[src/rtl/uart_rx_frame_ctrl_if.sv]
// Bundle of the receiver-FIFO read port, the register-bank write port and the
// frame status outputs of uart_rx_frame_ctrl.
// master: the frame controller. slave: the surrounding FIFO / register bank.
interface uart_rx_frame_ctrl_if;
  logic       rx_empty;
  logic [7:0] rx_dout;
  logic       rx_valid;
  logic       rx_rd_en;
  logic       reg_wr_en;
  logic [7:0] reg_wr_addr;
  logic [7:0] reg_wr_data;
  logic       reg_wr_ready;
  logic       frame_ok;
  logic       frame_err;
  logic [1:0] err_code;
  logic       busy;

  modport master (
    input  rx_empty, rx_dout, rx_valid, reg_wr_ready,
    output rx_rd_en, reg_wr_en, reg_wr_addr, reg_wr_data, frame_ok, frame_err, err_code, busy
  );

  modport slave (
    output rx_empty, rx_dout, rx_valid, reg_wr_ready,
    input  rx_rd_en, reg_wr_en, reg_wr_addr, reg_wr_data, frame_ok, frame_err, err_code, busy
  );
endinterface

[src/rtl/uart_rx_frame_ctrl.sv]
// Frame parser between the UART receiver FIFO and the register bank.
// Frame: 0xA5, ADDR, LEN, LEN payload bytes, CHK (XOR of ADDR, LEN and payload).
// The payload is buffered and written out only once the checksum matches.
// Optional: define UART_FRAME_ERR_COUNT_EN to add the saturating err_count output.
module uart_rx_frame_ctrl #(
  parameter int unsigned CLK_IN        = 100000000,
  parameter int unsigned BAUD          = 115200,
  parameter int unsigned MAX_LEN       = 16,
  parameter int unsigned TIMEOUT_BYTES = 4
) (
  input  logic                 clk,
  input  logic                 rst_n,
  uart_rx_frame_ctrl_if.master bus
`ifdef UART_FRAME_ERR_COUNT_EN
  ,
  output logic [7:0]           err_count
`endif
);

  localparam logic [7:0]  SyncByte      = 8'hA5;
  localparam int unsigned TimeoutCycles = TIMEOUT_BYTES * 10 * (CLK_IN / BAUD);
  localparam int unsigned TmoW          = $clog2(TimeoutCycles) + 1;
  // idx has to reach len itself, so it needs one more code than the buffer address
  localparam int unsigned IdxW          = $clog2(MAX_LEN + 1);
  localparam int unsigned BufAw         = (MAX_LEN > 1) ? $clog2(MAX_LEN) : 1;

  typedef enum logic [2:0] {
    StHunt,
    StAddr,
    StLen,
    StPayload,
    StCheck,
    StCommit
  } state_e;

  state_e            state_q, state_d;
  logic              pend_q, pend_d;
  logic [7:0]        base_q, base_d;
  logic [IdxW-1:0]   len_q, len_d;
  logic [IdxW-1:0]   idx_q, idx_d;
  logic [7:0]        chk_q, chk_d;
  logic [TmoW-1:0]   tmo_q, tmo_d;
  logic              frame_ok_q, frame_ok_d;
  logic              frame_err_q, frame_err_d;
  logic [1:0]        err_code_q, err_code_d;
  logic [7:0]        pay_q [MAX_LEN];

  logic              consume;
  logic              tmo_active;
  logic              expire;
  logic              pay_we;
  logic              rd_en;
  logic [IdxW-1:0]   idx_inc;

  // A byte only counts when it answers our own outstanding read.
  assign consume    = bus.rx_valid && pend_q;
  assign tmo_active = (state_q == StAddr) || (state_q == StLen) ||
                      (state_q == StPayload) || (state_q == StCheck);
  // An arriving byte beats a timeout expiring in the same cycle.
  assign expire     = tmo_active && !consume && (tmo_q == TmoW'(TimeoutCycles - 1));
  assign idx_inc    = idx_q + 1'b1;
  assign rd_en      = !bus.rx_empty && !pend_q && (state_q != StCommit);

  // Next-state, datapath updates and status pulses.
  always_comb begin
    state_d     = state_q;
    base_d      = base_q;
    len_d       = len_q;
    idx_d       = idx_q;
    chk_d       = chk_q;
    frame_ok_d  = 1'b0;
    frame_err_d = 1'b0;
    err_code_d  = err_code_q;
    pay_we      = 1'b0;
    pend_d      = rd_en ? 1'b1 : (bus.rx_valid ? 1'b0 : pend_q);
    tmo_d       = (tmo_active && !consume) ? tmo_q + 1'b1 : '0;

    unique case (state_q)
      StHunt: begin
        if (consume && bus.rx_dout == SyncByte) state_d = StAddr;
      end
      StAddr: begin
        if (consume) begin
          base_d  = bus.rx_dout;
          chk_d   = bus.rx_dout;
          state_d = StLen;
        end
      end
      StLen: begin
        if (consume) begin
          chk_d = chk_q ^ bus.rx_dout;
          if (bus.rx_dout == 8'd0 || 32'(bus.rx_dout) > MAX_LEN) begin
            frame_err_d = 1'b1;
            err_code_d  = 2'd2;
            state_d     = StHunt;
          end else begin
            len_d   = bus.rx_dout[IdxW-1:0];
            idx_d   = '0;
            state_d = StPayload;
          end
        end
      end
      StPayload: begin
        if (consume) begin
          pay_we = 1'b1;
          chk_d  = chk_q ^ bus.rx_dout;
          idx_d  = idx_inc;
          if (idx_inc == len_q) state_d = StCheck;
        end
      end
      StCheck: begin
        if (consume) begin
          if (bus.rx_dout == chk_q) begin
            idx_d   = '0;
            state_d = StCommit;
          end else begin
            frame_err_d = 1'b1;
            err_code_d  = 2'd1;
            state_d     = StHunt;
          end
        end
      end
      StCommit: begin
        if (bus.reg_wr_ready) begin
          idx_d = idx_inc;
          if (idx_inc == len_q) begin
            frame_ok_d = 1'b1;
            state_d    = StHunt;
          end
        end
      end
      default: state_d = StHunt;
    endcase

    if (expire) begin
      frame_err_d = 1'b1;
      err_code_d  = 2'd3;
      state_d     = StHunt;
    end
  end

  // Control and status registers.
  always_ff @(posedge clk or negedge rst_n) begin
    if (!rst_n) begin
      state_q     <= StHunt;
      pend_q      <= 1'b0;
      base_q      <= '0;
      len_q       <= '0;
      idx_q       <= '0;
      chk_q       <= '0;
      tmo_q       <= '0;
      frame_ok_q  <= 1'b0;
      frame_err_q <= 1'b0;
      err_code_q  <= '0;
    end else begin
      state_q     <= state_d;
      pend_q      <= pend_d;
      base_q      <= base_d;
      len_q       <= len_d;
      idx_q       <= idx_d;
      chk_q       <= chk_d;
      tmo_q       <= tmo_d;
      frame_ok_q  <= frame_ok_d;
      frame_err_q <= frame_err_d;
      err_code_q  <= err_code_d;
    end
  end

  // Payload buffer; contents are only read in COMMIT, so no reset is needed.
  always_ff @(posedge clk) begin
    if (pay_we) pay_q[idx_q[BufAw-1:0]] <= bus.rx_dout;
  end

  assign bus.rx_rd_en    = rd_en;
  assign bus.reg_wr_en   = (state_q == StCommit);
  assign bus.reg_wr_addr = (state_q == StCommit) ? base_q + 8'(idx_q) : 8'd0;
  assign bus.reg_wr_data = (state_q == StCommit) ? pay_q[idx_q[BufAw-1:0]] : 8'd0;
  assign bus.frame_ok    = frame_ok_q;
  assign bus.frame_err   = frame_err_q;
  assign bus.err_code    = err_code_q;
  assign bus.busy        = (state_q != StHunt);

`ifdef UART_FRAME_ERR_COUNT_EN
  logic [7:0] err_cnt_q;

  // Saturating count of dropped frames, aligned with the frame_err pulse.
  always_ff @(posedge clk or negedge rst_n) begin
    if (!rst_n) begin
      err_cnt_q <= '0;
    end else if (frame_err_d && err_cnt_q != 8'hFF) begin
      err_cnt_q <= err_cnt_q + 8'd1;
    end
  end

  assign err_count = err_cnt_q;
`endif

endmodule

[src/flat_wrapper.sv]
// flat-port wrapper written by rule: the top's interface ports become plain ports
module uart_rx_frame_ctrl_flat 
#(
  parameter int unsigned CLK_IN        = 100000000,
  parameter int unsigned BAUD          = 115200,
  parameter int unsigned MAX_LEN       = 16,
  parameter int unsigned TIMEOUT_BYTES = 4
)
  (clk, rst_n, bus_rx_empty, bus_rx_dout, bus_rx_valid, bus_reg_wr_ready, bus_rx_rd_en, bus_reg_wr_en, bus_reg_wr_addr, bus_reg_wr_data, bus_frame_ok, bus_frame_err, bus_err_code, bus_busy);
  uart_rx_frame_ctrl_if bus_i ();
  input  logic clk;
  input  logic rst_n;
  input wire logic [$bits(bus_i.rx_empty)-1:0] bus_rx_empty;
  input wire logic [$bits(bus_i.rx_dout)-1:0] bus_rx_dout;
  input wire logic [$bits(bus_i.rx_valid)-1:0] bus_rx_valid;
  input wire logic [$bits(bus_i.reg_wr_ready)-1:0] bus_reg_wr_ready;
  output wire logic [$bits(bus_i.rx_rd_en)-1:0] bus_rx_rd_en;
  output wire logic [$bits(bus_i.reg_wr_en)-1:0] bus_reg_wr_en;
  output wire logic [$bits(bus_i.reg_wr_addr)-1:0] bus_reg_wr_addr;
  output wire logic [$bits(bus_i.reg_wr_data)-1:0] bus_reg_wr_data;
  output wire logic [$bits(bus_i.frame_ok)-1:0] bus_frame_ok;
  output wire logic [$bits(bus_i.frame_err)-1:0] bus_frame_err;
  output wire logic [$bits(bus_i.err_code)-1:0] bus_err_code;
  output wire logic [$bits(bus_i.busy)-1:0] bus_busy;
  assign bus_i.rx_empty = bus_rx_empty;
  assign bus_i.rx_dout = bus_rx_dout;
  assign bus_i.rx_valid = bus_rx_valid;
  assign bus_i.reg_wr_ready = bus_reg_wr_ready;
  assign bus_rx_rd_en = bus_i.rx_rd_en;
  assign bus_reg_wr_en = bus_i.reg_wr_en;
  assign bus_reg_wr_addr = bus_i.reg_wr_addr;
  assign bus_reg_wr_data = bus_i.reg_wr_data;
  assign bus_frame_ok = bus_i.frame_ok;
  assign bus_frame_err = bus_i.frame_err;
  assign bus_err_code = bus_i.err_code;
  assign bus_busy = bus_i.busy;
  uart_rx_frame_ctrl #(.CLK_IN(CLK_IN), .BAUD(BAUD), .MAX_LEN(MAX_LEN), .TIMEOUT_BYTES(TIMEOUT_BYTES)) u_core (.clk(clk), .rst_n(rst_n), .bus(bus_i));
endmodule
[config.mk]
export PLATFORM = sky130hd
export DESIGN_NAME = uart_rx_frame_ctrl_flat
export DESIGN_NICKNAME = d
export VERILOG_FILES = /design/src/rtl/uart_rx_frame_ctrl_if.sv /design/src/rtl/uart_rx_frame_ctrl.sv /design/src/flat_wrapper.sv
export SDC_FILE = /design/constraint.sdc
export NUM_CORES = 1
export LEC_CHECK = 0
export BUFFER_PORTS_ARGS = -buffer_cell sky130_fd_sc_hd__buf_2
export CAP_MARGIN = 15
export CELL_PAD_IN_SITES_DETAIL_PLACEMENT = 1
export CELL_PAD_IN_SITES_GLOBAL_PLACEMENT = 1
export CORE_MARGIN = 5
export CORE_UTILIZATION = 50
export CTS_CLUSTER_DIAMETER = 80
export DETAILED_ROUTE_END_ITERATION = 16
export GPL_ROUTABILITY_DRIVEN = 0
export PLACE_DENSITY = 0.75
export SKIP_CTS_REPAIR_TIMING = 1
export SLEW_MARGIN = 15
export SYNTH_ARGS = -nofsm -noshare
export SYNTH_HDL_FRONTEND = slang
export SYNTH_SLANG_ARGS = --single-unit
[constraint.sdc]
create_clock -name clk -period 4.3 [get_ports clk]
set_input_delay 0.645 -clock clk [delete_from_list [all_inputs] [get_ports clk]]
set_output_delay 0.645 -clock clk [all_outputs]
set_load 0.01 [all_outputs]
# Yosys cells after proc, flatten, opt, wreduce, memory -nomap -nowiden
# Memory sizes are Yosys's and may differ from the RTL's.
# Cells that the tools add are included.
[word_totals] latch_bits=0 inputBits=13 elab_cells=118 mem_bits_rw=128 register_bits=51 memories=1 mem_bits_ro=0 out_inout_bits=23
[mem_list] memory="u_core.pay_q" words=16 width=8 rd=1 rd_clocked_by_memory_dff=0 wr=1 line="uart_rx_frame_ctrl.sv:46" rtl="logic [7:0] pay_q [MAX_LEN];"
[op_classes] multipliers=0 bitwise=2 addsub=3 n_shift=0 n_div=0 magnitude_cmp=1 n_reduce_logical=27 muxes=46 eq_ne=28
[op_table] op="$mux 8" n=4
[op_table] op="$mux 3" n=10
[op_table] op="$mux 5" n=6
[op_table] op="$pmux 5 s4" n=1
[op_table] op="$ne 3x1->1 const B" n=6
[op_table] op="$pmux 3 s6" n=1
[op_table] op="$add 17x1->17 const B" n=1
[op_table] op="$eq 17x16->1 const B" n=1
[op_table] op="$mux 17" n=1
[op_table] op="$pmux 8 s2" n=1
[op_table] op="$mux 1" n=14
[op_table] op="$mux 2" n=6
[op_table] op="$ne 3x2->1 const B" n=4
[op_table] op="$ne 2x1->1 const B" n=5
[op_table] op="$add 8x5->8" n=1
[op_table] op="$eq 8x8->1" n=1
[op_table] op="$eq 8x8->1 const B" n=1
[op_table] op="$gt 8x5->1 const B" n=1
[op_table] op="$logic_not 8->1" n=1
[op_table] op="$reduce_and 8->1" n=1
[op_table] op="$xor 8x8->8" n=1
[op_table] op="$reduce_and 7->1" n=1
[op_table] op="$eq 3x2->1 const B" n=2
[op_table] op="$eq 3x3->1 const B" n=2
[op_table] op="19 further kinds" n=34

# Longest topological paths before layout
# Gate-level depths: netlist (run 1).
[logic_depth] depth_word=8 depth_mapped=9 mapped_depth_nobuf=7

# Worst setup path after synthesis (run 1)
# OpenSTA, ideal clock, no wires.
[synth_path] kind="reg2out" from="reg u_core.idx_q[0]" to="out bus_reg_wr_data[0]" required_time_ps=3655 setup_slack_ps=1767 path_buffers=2 stages_incl_launch_ff=6 arrival_ps=1888 path_cell_list="dfrtp_1 > buf_6 > buf_12 > mux4_1 > mux4_2 > and3_1"
[synth_between] elab_chain_cells=2
[synth_lines] element="start: declaration" line="uart_rx_frame_ctrl.sv:40" rtl="logic [IdxW-1:0] idx_q, idx_d;"
[synth_lines] element="start signal: assignment" line="uart_rx_frame_ctrl.sv:160" rtl="idx_q <= idx_d;"
[synth_lines] element="$mem_v2 16x8"
[synth_lines] element="$mux 8" line="uart_rx_frame_ctrl.sv:177" rtl="assign bus.reg_wr_data = (state_q == StCommit) ? pay_q[idx_q[BufAw-1:0]] : 8'd0;"
[synth_lines] element="end: declaration" line="flat_wrapper.sv:20" rtl="output wire logic [$bits(bus_i.reg_wr_data)-1:0] bus_reg_wr_data;"
# Every way passes these cells.

# Worst setup path after layout (run 1)
[layout_path] from="reg u_core.idx_q[0]" to="out bus_reg_wr_data[7]"
# The elaborated chain is that of the path after synthesis.

==> results of run 1 <==
[cells by family (layout without fill, tap and decap cells)]
logic type | Yosys count | after routing
AO/OA/AOI/OAI | 68 | 68
XOR/XNOR | 30 | 30
flip-flops | 179 | 179
multiplexers | 58 | 58
adder cells (fa/ha/maj) | 12 | 12
AND/OR/NAND/NOR | 150 | 150
buffers and inverters | 47 | 95
[final cells by class]
class                           count  share of cell area
Timing Repair Buffer               51              0.0332
Sequential cell                   179               0.552
Inverter                           12             0.00486
Clock buffer                       18              0.0463
Multi-Input combinational cell    318               0.314
Tap cell                          220              0.0297
Clock inverter                     14              0.0198
[power breakdown]
part / switching [mW] / internal, mW / leakage (nW)
Clock: 0.702 / 0.887 / 0.296
Sequential: 0.199 / 1.96 / 1.83
Combinational: 0.683 / 0.573 / 1.29
Total: 1.58 / 3.41 / 3.42
[worst max-delay path by stage]
stage / from / end / slack [ps]
6_report: u_core.idx_q[0]$_DFFE_PN0P_ / bus_reg_wr_data[7] / 750
2_1_floorplan: u_core.idx_q[0]$_DFFE_PN0P_ / bus_reg_wr_data[0] / 1770
4_1_cts: u_core.idx_q[0]$_DFFE_PN0P_ / bus_reg_wr_data[7] / 720
5_1_grt: u_core.idx_q[0]$_DFFE_PN0P_ / bus_reg_wr_addr[6] / 600
3_3_place_gp: u_core.idx_q[0]$_DFFE_PN0P_ / bus_reg_wr_addr[6] / 1230
3_5_place_dp: u_core.idx_q[0]$_DFFE_PN0P_ / bus_reg_wr_addr[6] / 1200
[cell usage in the layout (no fill, tap or decap), types with 4 or more instances in the layout]
cell type / instances
a211oi_1: 8
a21oi_1: 18
a311oi_1: 8
and2_1: 4
and3_1: 16
and4_1: 4
buf_2: 35
buf_4: 15
clkbuf_16: 17
dfrtp_1: 50
edfxtp_1: 128
ha_1: 11
inv_1: 11
inv_6: 6
mux2_1: 12
mux2i_1: 5
mux4_1: 21
mux4_2: 19
nand2_1: 25
nand2b_1: 4
nand3_1: 12
nand4_1: 6
nor2_1: 37
nor2b_1: 10
nor3_1: 6
nor3_2: 4
o21ai_0: 10
or3_1: 6
xnor2_1: 19
xor2_1: 11
[layer usage]
layer / wire, um / GRT usage / up-vias
li1: - / - / 2193
met1: 8500 / 0.280 / 2568
met2: 9870 / 0.355 / 98
met3: 835 / 0.0493 / 15
met4: 201 / 0.0463 / 0
met5: 0 / 0 / -
[registers in the layout (all words and copies together), names as in the netlist, 2 cells and up]
| name | flops |
|---|---|
| u_core.len_q | 5 |
| u_core.tmo_q | 17 |
| u_core.base_q | 8 |
| u_core.state_q | 3 |
| u_core.idx_q | 5 |
| u_core.bus.err_code | 2 |
| u_core.pay_q | 128 |
| u_core.chk_q | 8 |
[stage by stage]
step	utilization	instances	instance area, sq um	hold slack (ps)
6_report	0.565	812	9270	89.1
3_3_place_gp	0.528	780	8660	439
4_1_cts	0.565	812	9270	80.6
2_1_floorplan	-	544	8280	349
3_5_place_dp	0.528	780	8660	451
5_1_grt	0.565	812	9270	90.8
[synthesized netlist by cell type, types with 11 or more instances]
| cell | count | share of area |
|---|---|---|
| edfxtp_1 | 128 | 0.46 |
| dfrtp_1 | 51 | 0.15 |
| nor2_1 | 37 | 0.017 |
| nand2_1 | 25 | 0.011 |
| mux4_1 | 21 | 0.067 |
| mux4_2 | 19 | 0.052 |
| xnor2_1 | 19 | 0.020 |
| a21oi_1 | 18 | 0.011 |
| and3_1 | 16 | 0.012 |
| clkbuf_1 | 13 | 0.0059 |
| buf_2 | 12 | 0.0072 |
| mux2_1 | 12 | 0.016 |
| nand3_1 | 12 | 0.0072 |
| ha_1 | 11 | 0.017 |
| inv_1 | 11 | 0.0050 |
| xor2_1 | 11 | 0.012 |
==> flow_metrics.py, run 1 <==
metrics = {
    "worst_setup_path": {
        "critPathMaxFanout": 23,
        "crit_slowest_cell": "dfrtp_2",
        "r2r_start": "u_core.idx_q[0]$_DFFE_PN0P_",
        "critPathLaunchType": "flop",
        "cp_num_buf_inv": 2,
        "r2r_slack_ps": 1490,
        "cp.required_ps": 3650,
        "critPathArrivalTime_ps": 2900,
        "crit_type": "reg -> out",
        "r2r_end": "u_core.pay_q[15][6]$_DFFE_PP_",
        "worstSetupEndpointType": "output port",
        "reg2regPathDepth": 4,
        "slowest_delay_ps": 710,
        "critPathTopFamily": "multiplexers",
        "critical_path_depth": 5,
        "crit_path_cell_trace": "buf_12, mux4_1, mux4_2, and3_1, buf_2",
    },
    "timing": {
        "layout_min_cycle_time_ps": 3550,
        "fin_ws_ps": 753,
        "relSlewSlack": 0.275,
        "rsz0062_at_grt": "false",
        "worst_clock_skew_ps": 6.92,
        "post-route-period-util": 0.825,
        "fin_tns_setup_ps": 0,
        "worst_pin_slew_ps": 1080,
        "finalHoldViolations": 0,
        "drv_slew": 0,
        "setup_viol": 0,
        "fmax_ghz": 0.282,
    },
    "pwr": {
        "cellLeakagePower_nw": 3.42,
        "finalPower_mw": 5.00,
        "power.density_nw_per_um2": 539,
        "ir_worst_vdd_mv": 0.330,
    },
    "routing": {
        "num_vias": 4874,
        "first_pass_iters": 4,
        "remaining_drc_errors": 0,
        "avgViaCountPerCell": 6.00,
        "ant_nets": 0,
        "wl_per_cell_um": 23.9,
        "drt-total-wl_um": 19400,
        "drt_iter0_drc": 349,
    },
    "yosys": {
        "async_reset_ff_frac": 0.285,
        "synth_top_flop_cell": "edfxtp_1",
        "synth-edff-count": 128,
        "synth.distinct_cells": 59,
        "synth-adder-area-share": 0.0190,
        "yosys_warnings": 0,
        "syn_nets": 569,
        "postSynthAreaPerCell_sq_um": 15.2,
        "synth_mux_area_frac": 0.142,
        "seq_area_frac_synth": 0.618,
        "synth_xor_area_frac": 0.0317,
        "synthSimpleGateAreaFrac": 0.0989,
        "syn_inst": 544,
        "synth_top_family_by_area": "multiplexers",
        "synth_compound_area_frac": 0.0574,
        "synth_area_sq_um": 8280,
        "ys_ff_latch": 179,
    },
    "clocking": {
        "cts.reportedPaths.clkPinSlew_ps": 70,
        "clock-sinks": 179,
        "cts.path.max_buffers": 2,
        "root_buffer": "clkbuf_16",
        "ctsHtreeMaxLevel": 4,
        "cts_buffers": 17,
        "tritoncts": "built",
        "clk-insertion-delay-late_ps": 420,
    },
    "global_route": {
        "grt_pass1_vias": 5250,
        "track_usage": 0.210,
        "gr-total-overflow": 0,
        "antenna_found_initial": 0,
        "grt_pass1_wl_um": 31000,
        "grt_max_degree": 42,
    },
    "floorplan": {
        "std_cell_rows": 47,
        "core-area_sq_um": 16400,
        "io_pins": 36,
        "die_area_sq_um": 19200,
        "initial_core_util": 0.505,
        "chipWidth_um": 139,
        "fp.dieH_um": 139,
    },
    "final_layout": {
        "drive_gt1_frac": 0.196,
        "area_growth_pct": 11.9,
        "final.fill_count": 1539,
        "seq_area_sq_um": 5120,
        "diodes": 0,
        "layout.nets": 604,
        "multi_input_area_sq_um": 2910,
    },
    "placement": {
        "hpwl_um": 12800,
        "numPortBuffers": 35,
        "pre_cts_slack_ps": 1200,
    },
    "hold_path": {
        "hold_path.class": "in -> async",
    },
    "run": {
        "drv_cap": 0,
    },
    "run_status": {
        "status": "complete, no violations",
    },
}
(Power assumes the default switching activity.)
==> inputs of run 2 (changes only) <==
Clock period 4.3 ns to 3.7 ns, I/O delays scaled along.
==> run 2 against run 1 <==
Net effect:
- non-clock buffer count is 15 higher
- core utilization increased by 0.36 points
- largest cell class unchanged
- critical endpoint is now bus_reg_wr_data[0]
- combinational power is 23% higher
- largest power group unchanged
==> flow_metrics.py, run 2 (same netlist as run 1, synthesis figures left out) <==
metrics = {
    "run_status": {
        "status": "complete, no violations",
    },
    "final_layout": {
        "layout.nets": 619,
        "layout_commonest_cell": "edfxtp_1",
        "drive_gt1_frac": 0.208,
        "final.fill_count": 1572,
        "area_growth_pct": 12.7,
        "diodes": 0,
        "largest_reg_flops": 128,
        "final_cell_mix": "128 x edfxtp_1, 50 x dfrtp_1, 37 x nor2_1",
        "seq_area_sq_um": 5120,
        "multi_input_area_sq_um": 2890,
    },
    "timing": {
        "worst_clock_skew_ps": 10.4,
        "relSlewSlack": 0.495,
        "setup_viol": 0,
        "finalHoldViolations": 0,
        "fin_tns_setup_ps": 0,
        "post-route-period-util": 0.889,
        "layout_min_cycle_time_ps": 3290,
        "fin_hold_ws_ps": 141,
        "fmax_ghz": 0.304,
        "drv_slew": 0,
        "rsz0062_at_grt": "false",
        "worst_pin_slew_ps": 757,
        "fin_ws_ps": 410,
    },
    "global_route": {
        "track_usage": 0.215,
        "gr-total-overflow": 0,
        "antenna_found_initial": 1,
        "grt_pass1_wl_um": 31800,
        "grt_max_degree": 39,
        "grt_pass1_vias": 5351,
    },
    "floorplan": {
        "io_pins": 36,
        "core-area_sq_um": 16400,
        "std_cell_rows": 47,
        "fp.dieH_um": 139,
        "chipWidth_um": 139,
        "die_area_sq_um": 19200,
        "initial_core_util": 0.505,
    },
    "worst_setup_path": {
        "critPathTopFamily": "multiplexers",
        "crit_type": "reg -> out",
        "slowest_delay_ps": 630,
        "r2r_slack_ps": 1200,
        "cp.required_ps": 3140,
        "critPathLaunchType": "flop",
        "critPathMaxFanout": 20,
        "critPathArrivalTime_ps": 2740,
        "crit_slowest_cell": "dfrtp_2",
        "crit_path_cell_trace": "buf_12, mux4_1, mux4_2, and3_1, buf_2",
        "worstSetupEndpointType": "output port",
        "cp_num_buf_inv": 2,
    },
    "routing": {
        "drt-total-wl_um": 20100,
        "avgViaCountPerCell": 6.00,
        "wl_per_cell_um": 24.3,
        "drt_iter0_drc": 387,
        "ant_nets": 0,
        "num_vias": 4957,
        "first_pass_iters": 5,
        "remaining_drc_errors": 0,
    },
    "pwr": {
        "ir_worst_vdd_mv": 0.409,
        "cellLeakagePower_nw": 3.47,
        "p_comb_frac": 0.271,
        "power.share.sequential": 0.426,
        "clkPwrFrac": 0.303,
        "power.density_nw_per_um2": 611,
        "sw_frac_of_total": 0.326,
        "p_int_mw": 3.85,
        "p_sw_mw": 1.86,
    },
    "clocking": {
        "clk-insertion-delay-late_ps": 440,
        "cts.path.max_buffers": 2,
        "root_buffer": "clkbuf_16",
        "tritoncts": "built",
        "ctsHtreeMaxLevel": 4,
        "cts.reportedPaths.clkPinSlew_ps": 70,
        "clock-sinks": 179,
        "cts_buffers": 17,
    },
    "run": {
        "drv_cap": 0,
    },
    "placement": {
        "hpwl_um": 13600,
        "numPortBuffers": 35,
        "pre_cts_slack_ps": 838,
    },
    "hold_path": {
        "hold_path.class": "in -> async",
    },
}
run 2: changes by cell type in the layout (fill, tap and decap cells not counted):
cell,previous run,this run
inv_6,6,3
clkinv_1,0,1
clkinv_4,1,3
clkbuf_1,1,0
buf_4,15,29
nor3_2,4,0
inv_8,2,4
nor3_1,6,10
buf_12,1,2
bufinv_16,2,0
run 2: area by class of cell:
cell class                 instances  share of cell area
inverter                          12             0.00483
clock inverter                    14              0.0151
timing repair buffer              66              0.0464
sequential                       179               0.549
tap                              220              0.0295
clock buffer                      17              0.0456
multi-input combinational        318               0.310
run 2: stage by stage:
step | area, sq um | cells | util | power [mW]
3_5_place_dp | 8770 | 795 | 0.534 | 4.01
4_1_cts | 9330 | 826 | 0.569 | 5.74
5_1_grt | 9330 | 826 | 0.569 | 6.00
3_3_place_gp | 8770 | 795 | 0.534 | 3.95
2_1_floorplan | 8280 | 544 | - | 3.60
6_report | 9330 | 826 | 0.569 | 5.71
run 2: worst paths after layout:
check,to,depth (start not counted),start
worst max-delay path,bus_reg_wr_data[0],5,u_core.idx_q[0]$_DFFE_PN0P_
worst min-delay path,u_core.tmo_q[12]$_DFF_PN0_,1,rst_n
worst max register to register,u_core.state_q[1]$_DFFE_PN0P_,5,u_core.idx_q[2]$_DFFE_PN0P_
worst min register to register,u_core.tmo_q[0]$_DFF_PN0_,1,u_core.tmo_q[0]$_DFF_PN0_
max in group asynchronous,u_core.idx_q[0]$_DFFE_PN0P_,2,rst_n
min in group clk,u_core.bus.frame_ok$_DFF_PN0_,2,bus_reg_wr_ready
run 2: power groups by stage:
stage	Clock [mW]	Combinational, mW	Sequential (mW)
3_3_place_gp	0	1.49	2.46
4_1_cts	1.75	1.56	2.43
5_1_grt	1.86	1.69	2.45
3_5_place_dp	0	1.54	2.47
2_1_floorplan	0	1.21	2.39
6_report	1.73	1.55	2.43
run 2: per-layer routing:
metal  vias up  global-route usage  wire length, um
li1       2218                   -                -
met2       118               0.366            10400
met5         -                   0                7
met3        20              0.0390              830
met1      2599               0.291             8640
met4         2              0.0536              225
==> inputs of run 3 (changes only) <==
Clock period 3.7 ns to 3.4 ns, I/O delays scaled along.
==> run 3 against run 2 <==
Net effect:
- sequential power is 8.6% higher
- cell count stayed put
- combinational power is 12% higher
- total power is 12% higher
- clock power is 16% higher
- sequential share of layout area is 0.30 points lower
- wire length is 1.9% higher
- hold slack better by 62 ps
- setup slack worse by 140 ps
- die area stayed put
- highest routed layer is now met4
==> flow_metrics.py, run 3 (same netlist as run 1, synthesis figures left out) <==
metrics = {
    "worst_setup_path": {
        "critPathMaxFanout": 35,
        "worstSetupEndpointType": "output port",
        "critPathLaunchType": "flop",
        "critPathArrivalTime_ps": 2620,
        "critPathTopFamily": "multiplexers",
        "crit_path_cell_trace": "buf_12, mux4_1, mux4_2, and3_1, buf_2",
        "crit_type": "reg -> out",
        "cp_num_buf_inv": 2,
        "startpoint": "u_core.idx_q[0]$_DFFE_PN0P_",
        "crit_slowest_cell": "mux4_1",
        "slowest_delay_ps": 620,
        "cp.required_ps": 2890,
        "r2r_start": "u_core.idx_q[1]$_DFFE_PN0P_",
    },
    "floorplan": {
        "io_pins": 36,
        "core-area_sq_um": 16400,
        "die_area_sq_um": 19200,
        "chipWidth_um": 139,
        "fp.dieH_um": 139,
        "initial_core_util": 0.505,
        "std_cell_rows": 47,
    },
    "pwr": {
        "ir_worst_vdd_mv": 0.370,
        "power.density_nw_per_um2": 681,
        "cellLeakagePower_nw": 3.48,
    },
    "routing": {
        "wl_per_cell_um": 24.8,
        "remaining_drc_errors": 0,
        "drt_iter0_drc": 376,
        "avgViaCountPerCell": 6.09,
        "num_vias": 5030,
        "drt-total-wl_um": 20500,
        "first_pass_iters": 5,
        "ant_nets": 0,
    },
    "timing": {
        "fin_ws_ps": 268,
        "setup_viol": 0,
        "worst_pin_slew_ps": 905,
        "fmax_ghz": 0.319,
        "layout_min_cycle_time_ps": 3130,
        "fin_tns_setup_ps": 0,
        "rsz0062_at_grt": "false",
        "finalHoldViolations": 0,
        "post-route-period-util": 0.921,
        "drv_slew": 0,
        "relSlewSlack": 0.397,
        "worst_clock_skew_ps": 13.2,
    },
    "final_layout": {
        "fin_cells": 826,
        "drive_gt1_frac": 0.210,
        "area_growth_pct": 13.3,
        "layout_commonest_cell": "edfxtp_1",
        "final_cell_mix": "128 x edfxtp_1, 50 x dfrtp_1, 37 x nor2_1",
        "layout.nets": 618,
        "diodes": 0,
        "largest_reg_flops": 128,
    },
    "clocking": {
        "root_buffer": "clkbuf_16",
        "clock-sinks": 179,
        "cts_buffers": 17,
        "ctsHtreeMaxLevel": 4,
        "cts.path.max_buffers": 2,
        "clk-insertion-delay-late_ps": 440,
        "cts.reportedPaths.clkPinSlew_ps": 70,
        "tritoncts": "built",
    },
    "run_status": {
        "status": "complete, no violations",
    },
    "run": {
        "drv_cap": 0,
    },
    "hold_path": {
        "hold_path.class": "in -> async",
    },
    "placement": {
        "dp_cells": 794,
        "numPortBuffers": 35,
        "pre_cts_slack_ps": 726,
        "hpwl_um": 13600,
    },
    "global_route": {
        "gr-total-overflow": 0,
        "grt_pass1_vias": 5362,
        "grt_max_degree": 38,
        "track_usage": 0.218,
        "antenna_found_initial": 0,
        "grt_pass1_wl_um": 32000,
    },
}
## run 3: cell types whose count changed in the layout (fill, tap and decap cells not counted), sizes merged
cell    previous run  this run
clkinv             6         8
buf               66        65
inv               19        18
## run 3: area by class of cell
class,count,area [sq um]
clock inverter,15,200
clock buffer,17,425
inverter,12,45.0
tap,220,275
sequential,179,5120
fill,1554,7020
timing repair buffer,65,425
multi-input combinational,318,2890
## run 3: per-layer routing
layer,vias up,routed length (um),GRT usage
li1,2218,-,-
met1,2640,8570,0.295
met4,0,216,0.0541
met2,147,10600,0.371
met3,25,1040,0.0397
met5,-,0,0
## run 3: stage by stage
| stage | instance area, sq um | power (mW) | hold WS, ps | util |
|---|---|---|---|---|
| after floorplan | 8280 | 3.92 | 214 | - |
| after global placement | 8760 | 4.33 | 439 | 0.534 |
| after detailed placement | 8760 | 4.40 | 455 | 0.534 |
| after CTS | 9380 | 6.42 | 217 | 0.572 |
| after global routing | 9380 | 6.69 | 262 | 0.572 |
| final | 9380 | 6.39 | 204 | 0.572 |
## run 3: final timing paths
kind	cells past startpoint	end	slack [ps]
setup / recovery	5	bus_reg_wr_data[5]	270
hold / removal	1	u_core.tmo_q[0]$_DFF_PN0_	200
setup reg to reg	8	u_core.state_q[1]$_DFFE_PN0P_	780
hold reg to reg	1	u_core.tmo_q[0]$_DFF_PN0_	460
max in group asynchronous	2	u_core.base_q[5]$_DFFE_PN0P_	2410
min in group clk	3	u_core.pend_q$_DFFE_PN0P_	370
## run 3: power breakdown
part | switching (mW) | internal (mW) | total [mW]
combinational | 0.975 | 0.766 | 1.74
clock | 0.993 | 1.01 | 2.01
sequential | 0.169 | 2.47 | 2.64
